<file path="src/rtl/lsu_bus_ctrl.sv">
// lsu_bus_ctrl
// Sequences one load/store at a time from the execute stage onto the
// data-memory bus. The alignment check, byte strobes, lane-replicated write
// data and load-data extraction are all done here, and a timeout guards
// every transaction.
//
// Ports
//   i_clk, i_rst_n      clock; asynchronous active-low reset
//   i_req_*             request from execute (valid/ready handshake)
//   o_rsp_*             one-cycle completion pulse with data and flags
//   o_bus_*/i_bus_*     data-memory address phase and response
//
// state | meaning
// ------+---------------------------------------------------------------
// IDLE  | ready for a new op (o_req_ready=1)
// REQ   | address phase driven, waiting for i_bus_aready
// WAIT  | address accepted, waiting for i_bus_rvalid
// RESP  | o_rsp_valid pulse, then back to IDLE
//
// Every output comes straight from a flop. The *_d values are computed for
// the state being entered.

module lsu_bus_ctrl #(
   parameter int XLEN           = 32,
   parameter int TIMEOUT_CYCLES = 255
) (
   input  logic              i_clk,
   input  logic              i_rst_n,
   input  logic              i_req_valid,
   input  logic              i_req_we,
   input  logic [1:0]        i_req_size,
   input  logic              i_req_unsigned,
   input  logic [XLEN-1:0]   i_req_addr,
   input  logic [XLEN-1:0]   i_req_wdata,
   output logic              o_req_ready,
   output logic              o_rsp_valid,
   output logic [XLEN-1:0]   o_rsp_rdata,
   output logic              o_rsp_misalign,
   output logic              o_rsp_fault,
   output logic              o_bus_avalid,
   input  logic              i_bus_aready,
   output logic              o_bus_we,
   output logic [XLEN-1:0]   o_bus_addr,
   output logic [XLEN-1:0]   o_bus_wdata,
   output logic [XLEN/8-1:0] o_bus_wstrb,
   input  logic              i_bus_rvalid,
   input  logic [XLEN-1:0]   i_bus_rdata,
   input  logic              i_bus_rerr
);

   generate
      if (XLEN != 32) begin : g_xlen_chk
         $error("lsu_bus_ctrl: only XLEN=32 is supported");
      end
      if (TIMEOUT_CYCLES < 1) begin : g_to_chk
         $error("lsu_bus_ctrl: TIMEOUT_CYCLES must be at least 1");
      end
   endgenerate

   localparam int CW = $clog2(TIMEOUT_CYCLES + 1);
   localparam logic [CW-1:0] CNT_LAST = CW'(TIMEOUT_CYCLES - 1);

   typedef enum logic [1:0] {
      S_IDLE = 2'd0,
      S_REQ  = 2'd1,
      S_WAIT = 2'd2,
      S_RESP = 2'd3
   } state_t;

   state_t            state_q, state_d;
   logic [CW-1:0]     cnt_q, cnt_d;

   // latched op attributes needed after the address phase
   logic              we_q, we_d;
   logic [1:0]        size_q, size_d;
   logic              uns_q, uns_d;
   logic [1:0]        off_q, off_d;

   logic              req_ready_q, req_ready_d;
   logic              rsp_valid_q, rsp_valid_d;
   logic [XLEN-1:0]   rsp_rdata_q, rsp_rdata_d;
   logic              rsp_misalign_q, rsp_misalign_d;
   logic              rsp_fault_q, rsp_fault_d;
   logic              bus_avalid_q, bus_avalid_d;
   logic              bus_we_q, bus_we_d;
   logic [XLEN-1:0]   bus_addr_q, bus_addr_d;
   logic [XLEN-1:0]   bus_wdata_q, bus_wdata_d;
   logic [XLEN/8-1:0] bus_wstrb_q, bus_wstrb_d;

   logic              req_misalign;
   logic [XLEN/8-1:0] req_wstrb;
   logic [XLEN-1:0]   req_wdata_rep;
   logic [XLEN-1:0]   rd_shift;
   logic [XLEN-1:0]   rd_ext;
   logic              cnt_expired;

   always_comb begin
      req_misalign  = 1'b0;
      req_wstrb     = '0;
      req_wdata_rep = i_req_wdata;
      case (i_req_size)
         2'b00: begin
            req_misalign  = 1'b0;
            req_wstrb     = 4'b0001 << i_req_addr[1:0];
            req_wdata_rep = {4{i_req_wdata[7:0]}};
         end
         2'b01: begin
            req_misalign  = i_req_addr[0];
            req_wstrb     = 4'b0011 << i_req_addr[1:0];
            req_wdata_rep = {2{i_req_wdata[15:0]}};
         end
         2'b10: begin
            req_misalign  = (i_req_addr[1:0] != 2'b00);
            req_wstrb     = 4'b1111;
            req_wdata_rep = i_req_wdata;
         end
         default: begin
            req_misalign  = 1'b1;
            req_wstrb     = '0;
            req_wdata_rep = i_req_wdata;
         end
      endcase
   end

   // Load data: bring the addressed lane down to bit 0, then extend.
   always_comb begin
      rd_shift = i_bus_rdata >> {off_q, 3'b000};
      rd_ext   = rd_shift;
      case (size_q)
         2'b00:   rd_ext = uns_q ? {24'h0, rd_shift[7:0]}
                                 : {{24{rd_shift[7]}}, rd_shift[7:0]};
         2'b01:   rd_ext = uns_q ? {16'h0, rd_shift[15:0]}
                                 : {{16{rd_shift[15]}}, rd_shift[15:0]};
         default: rd_ext = rd_shift;
      endcase
   end

   assign cnt_expired = (cnt_q == CNT_LAST);

   always_comb begin
      state_d        = state_q;
      cnt_d          = cnt_q;
      we_d           = we_q;
      size_d         = size_q;
      uns_d          = uns_q;
      off_d          = off_q;
      rsp_valid_d    = 1'b0;
      rsp_rdata_d    = '0;
      rsp_misalign_d = 1'b0;
      rsp_fault_d    = 1'b0;
      bus_avalid_d   = bus_avalid_q;
      bus_we_d       = bus_we_q;
      bus_addr_d     = bus_addr_q;
      bus_wdata_d    = bus_wdata_q;
      bus_wstrb_d    = bus_wstrb_q;

      case (state_q)
         S_IDLE: begin
            if (i_req_valid) begin
               we_d   = i_req_we;
               size_d = i_req_size;
               uns_d  = i_req_unsigned;
               off_d  = i_req_addr[1:0];
               cnt_d  = '0;
               if (req_misalign) begin
                  state_d        = S_RESP;
                  rsp_valid_d    = 1'b1;
                  rsp_misalign_d = 1'b1;
               end else begin
                  state_d      = S_REQ;
                  bus_avalid_d = 1'b1;
                  bus_we_d     = i_req_we;
                  bus_addr_d   = {i_req_addr[XLEN-1:2], 2'b00};
                  bus_wdata_d  = req_wdata_rep;
                  bus_wstrb_d  = i_req_we ? req_wstrb : '0;
               end
            end
         end
         S_REQ: begin
            // Timeout wins over a same-cycle aready: the op is abandoned
            // either way, and any later response lands in IDLE and is dropped.
            if (cnt_expired) begin
               state_d      = S_RESP;
               bus_avalid_d = 1'b0;
               rsp_valid_d  = 1'b1;
               rsp_fault_d  = 1'b1;
            end else begin
               cnt_d = cnt_q + 1'b1;
               if (i_bus_aready) begin
                  state_d      = S_WAIT;
                  bus_avalid_d = 1'b0;
               end
            end
         end
         S_WAIT: begin
            // A response in the last allowed cycle still counts as on time.
            if (i_bus_rvalid) begin
               state_d     = S_RESP;
               rsp_valid_d = 1'b1;
               rsp_fault_d = i_bus_rerr;
               rsp_rdata_d = (i_bus_rerr || we_q) ? '0 : rd_ext;
            end else if (cnt_expired) begin
               state_d     = S_RESP;
               rsp_valid_d = 1'b1;
               rsp_fault_d = 1'b1;
            end else begin
               cnt_d = cnt_q + 1'b1;
            end
         end
         S_RESP: begin
            state_d = S_IDLE;
         end
         default: begin
            state_d      = S_IDLE;
            bus_avalid_d = 1'b0;
         end
      endcase

      req_ready_d = (state_d == S_IDLE);
   end

   always_ff @(posedge i_clk or negedge i_rst_n) begin
      if (!i_rst_n) begin
         state_q        <= S_IDLE;
         cnt_q          <= '0;
         we_q           <= 1'b0;
         size_q         <= 2'b00;
         uns_q          <= 1'b0;
         off_q          <= 2'b00;
         req_ready_q    <= 1'b1;
         rsp_valid_q    <= 1'b0;
         rsp_rdata_q    <= '0;
         rsp_misalign_q <= 1'b0;
         rsp_fault_q    <= 1'b0;
         bus_avalid_q   <= 1'b0;
         bus_we_q       <= 1'b0;
         bus_addr_q     <= '0;
         bus_wdata_q    <= '0;
         bus_wstrb_q    <= '0;
      end else begin
         state_q        <= state_d;
         cnt_q          <= cnt_d;
         we_q           <= we_d;
         size_q         <= size_d;
         uns_q          <= uns_d;
         off_q          <= off_d;
         req_ready_q    <= req_ready_d;
         rsp_valid_q    <= rsp_valid_d;
         rsp_rdata_q    <= rsp_rdata_d;
         rsp_misalign_q <= rsp_misalign_d;
         rsp_fault_q    <= rsp_fault_d;
         bus_avalid_q   <= bus_avalid_d;
         bus_we_q       <= bus_we_d;
         bus_addr_q     <= bus_addr_d;
         bus_wdata_q    <= bus_wdata_d;
         bus_wstrb_q    <= bus_wstrb_d;
      end
   end

   assign o_req_ready    = req_ready_q;
   assign o_rsp_valid    = rsp_valid_q;
   assign o_rsp_rdata    = rsp_rdata_q;
   assign o_rsp_misalign = rsp_misalign_q;
   assign o_rsp_fault    = rsp_fault_q;
   assign o_bus_avalid   = bus_avalid_q;
   assign o_bus_we       = bus_we_q;
   assign o_bus_addr     = bus_addr_q;
   assign o_bus_wdata    = bus_wdata_q;
   assign o_bus_wstrb    = bus_wstrb_q;

endmodule

</file>
<file path="config.mk">
export PLATFORM = sky130hd
export DESIGN_NAME = lsu_bus_ctrl
export DESIGN_NICKNAME = d
export VERILOG_FILES = /design/src/rtl/lsu_bus_ctrl.sv
export SDC_FILE = /design/constraint.sdc
export NUM_CORES = 1
export LEC_CHECK = 0
export CAP_MARGIN = 20
export CORE_MARGIN = 2
export CORE_UTILIZATION = 45
export CTS_CLUSTER_DIAMETER = 60
export DETAILED_ROUTE_END_ITERATION = 8
export PLACE_DENSITY = 0.85
export SKIP_LAST_GASP = 1
export SLEW_MARGIN = 20
export SYNTH_ARGS = -nofsm -noshare
export SYNTH_HDL_FRONTEND = slang
export SYNTH_SLANG_ARGS = --single-unit
</file>
<file path="constraint.sdc">
create_clock -name i_clk -period 3.68 [get_ports i_clk]
set_input_delay 0.92 -clock i_clk [delete_from_list [all_inputs] [get_ports i_clk]]
set_output_delay 0.92 -clock i_clk [all_outputs]
set_load 0.1 [all_outputs]
</file>
==> impl_metrics.py <==
metrics = {
    "placed_design": {
        "gp_congestion": 0.8359,
        "io_buffers": 209,
        "dp_hpwl_mm": 11.48,
    },
    "critical_path": {
        "crit_path_start_kind": "flop",
        "reg2reg_to": "o_bus_addr[21]",
        "crit_path_end": "o_bus_wdata[17]",
        "cp.required_ns": 2.76,
        "cp_num_cells": 1,
        "reg2reg_from": "state_q[1]",
        "worst-path-buf-inv": 1,
        "rrSetupSlack_ns": 1.49,
        "crit_family": "buffers and inverters",
        "slowest_stage": "clkdlybuf4s50_1",
        "crit_type": "reg -> out",
        "worstPathArrival_ns": 1.94,
        "worstSetupStartpoint": "o_bus_wdata[17]",
        "slowest_delay_ns": 1.16,
        "end_kind": "primary output",
        "path_cells": "clkdlybuf4s50_1",
        "cp_max_fo": 2,
        "r2r_cells": 6,
    },
    "route": {
        "wl_mm": 15.79,
        "viasPerCell": 5.322,
        "drt_pass1_iterations": 5,
        "final_antenna_net_count": 0,
        "avgRoutedWirePerCell_microns": 17.91,
        "initialDrtViolationCount": 337,
        "drc": 0,
        "num_vias": 4694,
    },
    "clock_tree": {
        "cts_tree": "done",
        "cts_hold_buf": 0,
        "htree_levels": 4,
        "cts_buffers": 17,
        "clk_pin_slew_ns": 0.05,
        "clock-sinks": 120,
        "cts_setup_buffers": 0,
        "cts_root_buf": "clkbuf_16",
        "clock_latency_ns": 0.41,
        "cts_buffer_depth": 2,
        "cts_resized": 0,
    },
    "status": {
        "status": "finished clean",
    },
    "synth": {
        "synth-main-ff-cell": "dfrtp_1",
        "synth.largest_area_cell": "dfrtp_1",
        "ys_warn_count": 0,
        "ys_top_cells_by_area": "dfrtp_1 (53%), mux2_2 (9.1%), mux2i_1 (8.0%), o21ai_0 (4.7%), nand2_1 (2.8%)",
        "synthArstFlopShare_pct": 100.0,
        "yosysSeqAreaShare_pct": 53.67,
        "synth_top_area_share_pct": 53.20,
        "syn_area_per_cell_sq_um": 11.24,
        "ys_ff_latch": 120,
        "synth_edf_count": 0,
        "syn_area_sq_um": 5598,
        "ys_types": 50,
        "postSynthCellCount": 498,
    },
    "sta": {
        "tightestPinTransition_ns": 1.000,
        "timing.fmax_mhz": 350.0,
        "setup_viol": 0,
        "rsz0062_at_grt": "false",
        "slew_headroom_pct": 33.10,
        "clock_skew_ns": 0.004852,
        "slew_violations": 0,
        "period_share_pct": 77.65,
        "final-hold-violation-count": 0,
        "min_period_ns": 2.857,
        "setup_tns_ns": 0,
    },
    "floorplan": {
        "ios": 212,
        "die_w_microns": 115.5,
        "core_sq_um": 12060,
        "fp.dieH_microns": 115.5,
        "start_util_pct": 46.41,
        "num_rows": 40,
        "dieArea_sq_um": 13350,
    },
    "global_routing": {
        "antenna_found_initial": 0,
        "grt_usage_pct": 24.19,
        "grt_pass1_vias": 4857,
        "grt_max_degree": 98,
        "grt_pass1_wl_mm": 24.67,
        "grt_overflow": 0,
    },
    "finish": {
        "finalNetCount": 813,
        "diodes": 0,
        "final_layout_size_suffix_gt1_share_pct": 15.13,
        "area_growth_pct": 48.55,
    },
    "worst_hold_path": {
        "hp-class": "reg -> reg",
    },
    "flow_run": {
        "maxCapViolations": 0,
    },
}
==> layer usage <==
metal / GRT usage, % / vias to the layer above / share of wire, %
met5: 0 / - / 0
met3: 7.845 / 26 / 8.2
met4: 9.478 / 0 / 1.9
met1: 27.48 / 2293 / 39
li1: - / 2164 / -
met2: 42.30 / 211 / 51
==> flip-flops by register name, indices dropped and copies added, names as in the netlist <==
register and count:
o_rsp_misalign 1, o_bus_wdata 32, o_req_ready 1, off_q 2, size_q 2, o_bus_addr 30, we_q 1, o_rsp_fault 1
cnt_q 8, o_bus_wstrb 4, o_rsp_valid 1, state_q 2, uns_q 1, o_rsp_rdata 32, o_bus_avalid 1, o_bus_we 1
==> layout by cell type, fill, tap and decap left out, types with 2 or more instances in the layout <==
cell / instances
or3_1: 3
o21ai_0: 53
clkdlybuf4s50_1: 192
a21oi_2: 8
o41ai_1: 2
nand2_1: 42
buf_4: 22
and4_1: 2
a211oi_1: 15
mux2_2: 45
ha_1: 6
nand3_1: 3
a21oi_1: 15
nor2_1: 27
nand2b_1: 5
inv_1: 8
conb_1: 2
buf_12: 2
and3_1: 3
clkbuf_16: 17
clkbuf_8: 6
nor3_1: 11
mux2i_1: 45
o31ai_1: 2
a21o_1: 8
nor2b_1: 11
dfrtp_1: 119
clkbuf_1: 6
and2_1: 9
nand4_1: 2
clkinv_2: 3
==> Yosys cell counts, types with 9 or more instances <==
master / number
a211oi_1: 15
a21oi_1: 15
and2_1: 9
buf_2: 14
clkbuf_1: 9
dfrtp_1: 119
mux2_2: 45
mux2i_1: 45
nand2_1: 42
nor2_1: 27
nor2b_1: 11
nor3_1: 11
o21ai_0: 53
==> tightest hold or removal path, cell delays in order, from the launching register on <==
cell and delay (ns):
dfrtp_1 0.34, nand2_1 0.04, o21ai_0 0.06
==> per-stage QoR <==
| step | hold slack (ns) | setup WS [ns] | cells | area [sq um] | utilization (%) |
|---|---|---|---|---|---|
| after detailed placement | 0.4712 | 0.8138 | 850 | 7770 | 64.42 |
| after floorplan | 0.4974 | 1.531 | 499 | 5602 | - |
| after global routing | 0.5055 | 0.7764 | 882 | 8315 | 68.94 |
| after global placement | 0.4635 | 0.8868 | 850 | 7770 | 64.42 |
| final | 0.4800 | 0.8225 | 882 | 8315 | 68.94 |
| after CTS | 0.4829 | 0.8030 | 882 | 8315 | 68.94 |
==> cell type report <==
class                      count  area, sq um
fill                         917         3746
sequential                   120         3004
multi-input combinational    338         2399
timing repair buffer         216         2127
clock buffer                  29        530.5
tap                          168        210.2
inverter                       8        30.03
clock inverter                 3        15.01
==> how the worst min path moves through the flow <==
stage / startpoint / to / cells after the start
floorplan: we_q / we_q / 1
global placement: o_bus_wdata[8] / o_bus_wdata[8] / 2
detailed placement: o_bus_wdata[8] / o_bus_wdata[8] / 2
CTS: o_bus_wdata[8] / o_bus_wdata[8] / 2
global route: o_bus_wdata[8] / o_bus_wdata[8] / 2
finish: o_bus_wdata[8] / o_bus_wdata[8] / 2
==> cells by family (layout without fill, tap and decap cells) <==
kind of cell               after synthesis  count (layout)  share of synthesized area, %
DFF                                    120             120                         53.67
other                                    1               2                       0.06699
adders and majority gates                6               6                         1.341
muxes                                   90              90                         17.10
AOI/OAI and AO/OA                      112             112                         12.54
xor gates and xnor gates                 1               1                        0.1565
and+or+nand+nor                        127             127                         11.44
buffers and inverters                   41             256                         3.688
Power is not shown: default switching activity piles up to over one toggle a cycle in this logic, so the estimate is an artifact.
